--- config.mk ---
export PLATFORM = sky130hd
export DESIGN_NAME = ram_hex_dumper
export DESIGN_NICKNAME = d
export VERILOG_FILES = /design/src/rtl/ram_hex_dumper_pkg.sv /design/src/rtl/ram_hex_dumper_uart_tx_byte.sv /design/src/rtl/ram_hex_dumper.sv
export SDC_FILE = /design/constraint.sdc
export NUM_CORES = 1
export LEC_CHECK = 0
export ABC_AREA = 1
export CAP_MARGIN = 10
export CORE_MARGIN = 5
export CORE_UTILIZATION = 35
export CTS_CLUSTER_DIAMETER = 30
export DETAILED_ROUTE_END_ITERATION = 10
export HOLD_SLACK_MARGIN = 0.06
export PLACE_DENSITY = 0.58
export SYNTH_ARGS = -nofsm -noshare
export SYNTH_HDL_FRONTEND = slang
export SYNTH_SLANG_ARGS = --single-unit
--- constraint.sdc ---
create_clock -name clk -period 2.1 [get_ports clk]
set_input_delay 0.21 -clock clk [delete_from_list [all_inputs] [get_ports clk]]
set_output_delay 0.21 -clock clk [all_outputs]
set_load 0.005 [all_outputs]
--- src/rtl/ram_hex_dumper_pkg.sv ---
// ram_hex_dumper_pkg: shared state encodings, ASCII constants and nibble-to-hex mapping
package ram_hex_dumper_pkg;
  typedef enum logic [2:0] {IDLE, RD_REQ, RD_WAIT, LATCH, SEND, WAIT_TX, NEXT, FINISH} state_t;
  typedef enum logic [1:0] {TX_IDLE, TX_START, TX_DATA, TX_STOP} tx_state_t;
  localparam logic [7:0] CR = 8'h0D;
  localparam logic [7:0] LF = 8'h0A;
  function automatic logic [7:0] hex_ascii(input logic [3:0] n);
    return (n < 4'd10) ? 8'h30 + {4'h0, n} : 8'h37 + {4'h0, n};
  endfunction
endpackage

--- src/rtl/ram_hex_dumper_uart_tx_byte.sv ---
// uart_tx_byte: 8N1 serializer, idle high, one-cycle tx_done after the stop bit
module uart_tx_byte
  import ram_hex_dumper_pkg::*;
#(
  parameter int CLKS_PER_BIT = 868
) (
  input  logic       clk,
  input  logic       reset,
  input  logic       tx_start,
  input  logic [7:0] tx_data,
  output logic       tx,
  output logic       tx_busy,
  output logic       tx_done
);
  localparam logic [15:0] LAST_CNT = 16'(CLKS_PER_BIT - 1);
  tx_state_t st_q, st_d;
  logic [15:0] cnt_q, cnt_d;
  logic [2:0] bit_q, bit_d;
  logic [7:0] shr_q, shr_d;
  logic tx_q, tx_d, done_q, done_d, last;
  assign last = cnt_q == LAST_CNT;
  always_comb begin
    st_d = st_q;
    cnt_d = cnt_q;
    bit_d = bit_q;
    shr_d = shr_q;
    tx_d = tx_q;
    done_d = 1'b0;
    if (st_q == TX_IDLE) begin
      if (tx_start) begin
        st_d = TX_START;
        shr_d = tx_data;
        tx_d = 1'b0;
        cnt_d = 16'd0;
      end
    end else if (!last) begin
      cnt_d = cnt_q + 16'd1;
    end else begin
      cnt_d = 16'd0;
      if (st_q == TX_START) begin
        st_d = TX_DATA;
        bit_d = 3'd0;
        tx_d = shr_q[0];
      end else if (st_q == TX_DATA) begin
        st_d = (bit_q == 3'd7) ? TX_STOP : TX_DATA;
        tx_d = (bit_q == 3'd7) ? 1'b1 : shr_q[1];
        shr_d = shr_q >> 1;
        bit_d = bit_q + 3'd1;
      end else begin
        st_d = TX_IDLE;
        done_d = 1'b1;
      end
    end
  end
  always_ff @(posedge clk) begin
    if (reset) begin
      st_q <= TX_IDLE;
      cnt_q <= 16'd0;
      bit_q <= 3'd0;
      shr_q <= 8'd0;
      tx_q <= 1'b1;
      done_q <= 1'b0;
    end else begin
      st_q <= st_d;
      cnt_q <= cnt_d;
      bit_q <= bit_d;
      shr_q <= shr_d;
      tx_q <= tx_d;
      done_q <= done_d;
    end
  end
  assign tx = tx_q;
  assign tx_busy = st_q != TX_IDLE;
  assign tx_done = done_q;
endmodule

--- src/rtl/ram_hex_dumper.sv ---
// ram_hex_dumper: reads NUM_WORDS RAM words and sends each as "HHHH\r\n" over UART
module ram_hex_dumper
  import ram_hex_dumper_pkg::*;
#(
  parameter int CLKS_PER_BIT = 868,
  parameter int NUM_WORDS = 64,
  parameter int ADDR_W = 6,
  parameter int DATA_W = 16
) (
  input  logic              clk,
  input  logic              reset,
  input  logic              start,
  output logic              ram_rd_en,
  output logic [ADDR_W-1:0] ram_addr,
  input  logic [DATA_W-1:0] ram_data,
  output logic              uart_tx,
  output logic              busy,
  output logic              done
);
  localparam logic [ADDR_W-1:0] LAST_ADDR = ADDR_W'(NUM_WORDS - 1);
  state_t state_q, state_d;
  logic [ADDR_W-1:0] addr_q, addr_d;
  logic [DATA_W-1:0] word_q, word_d;
  logic [2:0] idx_q, idx_d;
  logic [3:0] nib;
  logic [7:0] tx_data;
  logic tx_start, tx_busy, tx_done;
  assign nib = idx_q == 3'd0 ? word_q[15:12] : idx_q == 3'd1 ? word_q[11:8] :
               idx_q == 3'd2 ? word_q[7:4] : word_q[3:0];
  assign tx_data = idx_q < 3'd4 ? hex_ascii(nib) : idx_q == 3'd4 ? CR : LF;
  always_comb begin
    state_d = state_q;
    addr_d = addr_q;
    word_d = word_q;
    idx_d = idx_q;
    case (state_q)
      IDLE:    state_d = start ? RD_REQ : IDLE;
      RD_REQ:  state_d = RD_WAIT;
      RD_WAIT: state_d = LATCH;
      LATCH: begin
        word_d = ram_data;
        idx_d = 3'd0;
        state_d = SEND;
      end
      SEND:    state_d = tx_busy ? SEND : WAIT_TX;
      WAIT_TX: begin
        if (tx_done) begin
          state_d = idx_q == 3'd5 ? NEXT : SEND;
          idx_d = idx_q == 3'd5 ? idx_q : idx_q + 3'd1;
        end
      end
      NEXT: begin
        state_d = addr_q == LAST_ADDR ? FINISH : RD_REQ;
        addr_d = addr_q == LAST_ADDR ? addr_q : addr_q + ADDR_W'(1);
      end
      FINISH: begin
        addr_d = '0;
        state_d = IDLE;
      end
    endcase
  end
  always_ff @(posedge clk) begin
    if (reset) begin
      state_q <= IDLE;
      addr_q <= '0;
      word_q <= '0;
      idx_q <= 3'd0;
    end else begin
      state_q <= state_d;
      addr_q <= addr_d;
      word_q <= word_d;
      idx_q <= idx_d;
    end
  end
  assign tx_start = state_q == SEND && !tx_busy;
  assign ram_rd_en = state_q == RD_REQ;
  assign ram_addr = addr_q;
  assign busy = state_q != IDLE;
  assign done = state_q == FINISH;
  uart_tx_byte #(.CLKS_PER_BIT(CLKS_PER_BIT)) u_tx (
    .clk(clk),
    .reset(reset),
    .tx_start(tx_start),
    .tx_data(tx_data),
    .tx(uart_tx),
    .tx_busy(tx_busy),
    .tx_done(tx_done)
  );
endmodule
# After elaboration in Yosys (flattened, before gate mapping)
# Index checks and enable logic that the tools add are counted.
# word_totals
register_bits,59
output_inout_bits,10
input_bits,19
elab_cells,101
# op_classes
reduce_logical,20
n_eq_ne,21
addsub,6
n_lt_le_gt_ge,2
muxes,40
bitwise_logic,2
# ops
operator,n
16-bit 2-to-1 mux,3
8-bit 2-to-1 mux,5
3-bit one-hot mux with 8 select lines,1
"3-bit == test, second input constant",7
3-bit 2-to-1 mux,7
"16-bit by 1-bit adder with 16-bit output, second input constant",1
"16-bit by 10-bit == test with 1-bit output, second input constant",1
"6-bit by 4-bit adder with 7-bit output, first input constant",2
7-bit 2-to-1 mux,2
2-bit 2-to-1 mux,6
4-bit 2-to-1 mux,3
6-bit one-hot mux with 2 select lines,1
2-bit nonzero test,6
1-bit 2-to-1 mux,10
"3-bit by 2-bit == test with 1-bit output, second input constant",3
3-bit AND reduction,3
"3-bit by 1-bit adder with 3-bit output, second input constant",2
"6-bit by 1-bit adder with 6-bit output, second input constant",1
"3-bit by 1-bit == test with 1-bit output, second input constant",2
"6-bit == test, second input constant",1
3-bit logical NOT,2
6-bit 2-to-1 mux,1
"2-bit != test, second input constant",3
3-bit one-hot mux with 2 select lines,1
13 further kinds,17

# Longest topological paths before layout
# depth
word_depth,9
depth_mapped,14
ltp_nobuf,14

# Modules after synthesis
# From an unflattened synthesis, not the netlist that was laid out.
# hier_totals
cells_unflattened,528
hier_area_um2,3525.9
# by_module_without_submodules
mod,cells_each,n_inst,area_per_inst_um2,seq_area_each_um2
uart_tx_byte,293,1,1921.8,620.6
ram_hex_dumper,235,1,1604.0,560.5

# Worst setup path after synthesis
# OpenSTA, ideal clock, no wires.
# synth_timing
kind,register to register
from,reg idx_q[0]
to,reg u_tx.shr_q[1]
setup_ns,0.070
arrival_time_ns,1.720
t_required_ns,2.030
synth_period_minus_slack_ns,1.789
path_slack_ns,0.311
path_stages_with_launch,15
cell_sequence,dfxtp_1 inv_1 ha_1 nand2_1 nand2_1 o21ai_0 nand2_1 a21oi_1 inv_1 ha_1 inv_1 nand3_1 nand2_1 nand2_1 a21oi_1
# synth_via
elab_chain_cells,9
# synth_lines
item,line_no,rtl
start: declaration,ram_hex_dumper.sv:24,"logic [2:0] idx_q, idx_d;"
start signal: assignment,ram_hex_dumper.sv:72,idx_q <= idx_d;
3-bit by 2-bit == test with 1-bit output,ram_hex_dumper.sv:29,idx_q == 3'd2 ? word_q[7:4] : word_q[3:0];
4-bit 2-to-1 mux,ram_hex_dumper.sv:29,
4-bit 2-to-1 mux (2 in series),ram_hex_dumper.sv:28,assign nib = idx_q == 3'd0 ? word_q[15:12] : idx_q == 3'd1 ? word_q[11:8] :
6-bit by 4-bit adder with 7-bit output / 4-bit < comparator (equally long branches),ram_hex_dumper_pkg.sv:8,"return (n < 4'd10) ? 8'h30 + {4'h0, n} : 8'h37 + {4'h0, n};"
7-bit 2-to-1 mux,ram_hex_dumper_pkg.sv:8,
7-bit 2-to-1 mux (*),ram_hex_dumper.sv:30,assign tx_data = idx_q < 3'd4 ? hex_ascii(nib) : idx_q == 3'd4 ? CR : LF;
8-bit 2-to-1 mux (*),ram_hex_dumper_uart_tx_byte.sv:30,if (tx_start) begin
8-bit 2-to-1 mux (*),ram_hex_dumper_uart_tx_byte.sv:29,if (st_q == TX_IDLE) begin
end signal: assignment,ram_hex_dumper_uart_tx_byte.sv:67,shr_q <= shr_d;
end: declaration,ram_hex_dumper_uart_tx_byte.sv:19,"logic [7:0] shr_q, shr_d;"
# Every way passes the cells marked *; elsewhere a longest branch is shown, timed or not. The select of a mux whose other input is x is not followed.
# A chain may end at the register's enable or synchronous reset.

# Worst setup path in the final report
# layout_timing
from,reg state_q[2]
to,out done
# layout_via
elab_chain_cells,1
# layout_lines
item,line_no,rtl
start: declaration,ram_hex_dumper.sv:21,"state_t state_q, state_d;"
start signal: assignment,ram_hex_dumper.sv:69,state_q <= state_d;
3-bit == test,ram_hex_dumper.sv:79,assign done = state_q == FINISH;
end: declaration,ram_hex_dumper.sv:18,output logic done
# Every way passes these cells.

==> reports/results.txt <==
Outcome: finished, final reports clean
Yosys warns: 0
Synthesized net count: 491
Largest net degree at the start of global routing: 26
DP Worst Slack: 0.116 ns
Layout Cell Area excl Fill: 3810 µm²
Hold WC Path Type: primary input to flop
H-Tree Depth: 3
Detailed Place HPWL: 5380 µm
Cell Area, Placed: 3570 µm²
WP data arrival: 1.76 ns
DRC viols: 0
Max cap viols: 0
CTS Buf Count: 9
Clk pin slew, worst setup/hold paths: 0.07 ns
Placed Cells: 588
Clock share of power: 0.273
Leading cell type in the layout, fill and taps excluded: nand2_1
Chip Width: 105 µm
Slack of the worst reg-to-reg path: 0.20 ns
Share of cells above drive strength 1: 0.107
IO buf count: 28
Sw Share: 0.402
Routability cong.: 0.828
Final core utilization: 0.434
Hold Crit Start: ram_data[12]
Final worst-path cycle share: 0.938
Max-slew violation count: 0
Non-Filler Instances: 604
Top cell type's share of synthesized area: 0.367
Critical Path End Type: primary output
FF+latch count, synth: 58
# fillers: 917
Total Wirelength: 7230 µm
Mapped Cells: 459
Nets@finish: 523
Crit start category: flop
Critical Path RT: 1.89 ns
Overall Global Routing Usage: 0.135
Sequential fraction of design power: 0.326
Vias per cell: 4.96
Later-pin clock latency in the skew report: 0.34 ns
Global-route wire length before repair: 12500 µm
Tightest Pin Transition: 0.491 ns
Final worst setup slack: 0.131 ns
Area leader, netlist: dfxtp_1
Synth unique cells: 33
CP max stage cell: dfxtp_1
Synth async-reset ratio: 0
Relative slew slack: 0.671
Crit path time final: 1.97 ns
FF-to-FF Start: idx_q[0]
I/O pins: 29
Pint: 0.00251 W
Post-synth EDFFs: 0
Critical path peak fanout: 8
Die H: 105 µm
First-pass DRT Iterations: 4
CTS Hold Bufs: 0
Cell Area, Synth: 3170 µm²
Crit path largest cell delay: 0.54 ns
CP Class: flop to primary output
Initial core utilization: 0.362
Antenna violations before repair: 0
CP Launch Point: state_q[2]
Synth top area cells: dfxtp_1, nand2_1, inv_1
Max clock buf depth: 2
P_sw: 0.00169 W
Vias in the first global route: 2809
Syn_area_per_cell: 6.90 µm²
Combinational power share: 0.401
Max Freq: 508 MHz
Antenna Nets Post-Route: 0
Congestion Overflow GR: 0
Area of the core: 8760 µm²
Die ar.: 11100 µm²
Register area share after synthesis: 0.367
Leakage power: 1.58 nW
Drt wl/cell: 12.0 µm
Rows: 34
CTS tree: yes
Final Hold Viols: 0
Antenna diodes: 0
Starting DRC count in detailed routing: 87
Total Power: 0.00420 W
Clk_skew: 0.0106 ns
Power Density: 1100 nW/µm²
Final setup viols: 0
CP cell instances: inv_1 > nor2_1 > clkdlybuf4s50_1
Clock root cell: clkbuf_8
Most frequent cells in the layout: nand2_1, inv_1, dfxtp_1
Area grow syn2layout: 20.1%
Vias: 2997
Post-CTS Setup Inserts: 0
Peak VDD IR: 0.390 mV
Ys flop type: dfxtp_1
CTS Sinks: 58
path summary, 6_finish.rpt:
kind / to / cells past startpoint
setup / recovery: done / 3
hold / removal: word_q[12] / 3
setup reg to reg: u_tx.shr_q[1] / 13
hold reg to reg: word_q[4] / 2
cell type report:
type	instances	area (µm²)	share of cell area
Timing Repair Buffer	32	323	0.0848
Sequential cell	58	1160	0.305
Tap cell	108	135	0.0355
Inverter	66	248	0.0651
Clock buffer	9	124	0.0325
Clock inverter	7	93.8	0.0247
Multi-Input combinational cell	324	1720	0.452
worst max-delay path, delay by kind of cell (launching register included):
family                 cells  cell delay (ns)
buffers and inverters      2             0.72
DFF                        1             0.54
and+or+nand+nor            1             0.16
registers in the layout (all words and copies together) (netlist names):
signal	count
idx_q	3
ram_addr	6
state_q	3
u_tx.bit_q	3
u_tx.cnt_q	16
u_tx.shr_q	7
u_tx.st_q	2
u_tx.tx	1
u_tx.tx_done	1
word_q	16
per-stage QoR:
| stage | TNS [ns] | hold slack [ns] |
|---|---|---|
| 2_1_floorplan | 0 | 0.345 |
| 3_3_place_gp | 0 | 0.443 |
| 3_5_place_dp | 0 | 0.440 |
| 4_1_cts | 0 | 0.435 |
| 5_1_grt | -0.0146 | 0.452 |
| 6_report | 0 | 0.447 |
cells by family after synthesis:
group,Yosys count,share of synthesized area
AND/OR/NAND/NOR,222,0.329
AO/OA/AOI/OAI,87,0.150
buffers and inverters,77,0.0968
flip-flops,58,0.367
adder cells (fa/ha/maj),13,0.0513
XOR/XNOR,2,0.00553
per-layer routing:
layer  track usage  wire length [µm]
met5             0                 0
met4        0.0548               114
met3        0.0259               222
met2         0.222              3350
met1         0.173              3550
power groups by stage:
stage	Sequential [W]	Combinational (W)	Clock (W)
after global routing	0.00139	0.00191	0.00122
after CTS	0.00137	0.00167	0.00117
after detailed placement	0.00139	0.00166	0
after global placement	0.00138	0.00166	0
after floorplan	0.00136	0.00122	0
final	0.00137	0.00168	0.00115
cells in the mapped netlist (2+ instances only):
cell and count:
nand2_1 74, inv_1 60, dfxtp_1 58, nor2_1 54, a21oi_1 38, nand3_1 36, o21ai_0 30, nor3_1 18
ha_1 13, nand4_1 13, nand2_2 10, clkbuf_1 7, inv_2 6, a31oi_1 4, nor2_2 4, o21ai_1 4
nand2_4 3, nor2_4 3, a211oi_1 2, a2bb2oi_1 2, buf_2 2, buf_6 2, nand3_2 2, nand3b_1 2
nor3b_1 2, o211ai_1 2, xor2_1 2
what timing repair did:
action,4_1_cts,5_1_grt
endpoints found under the setup margin,0,4
endpoints found under the hold margin,0,0
gates resized for setup,0,5
No activity file was read; power rests on OpenSTA's default activity.
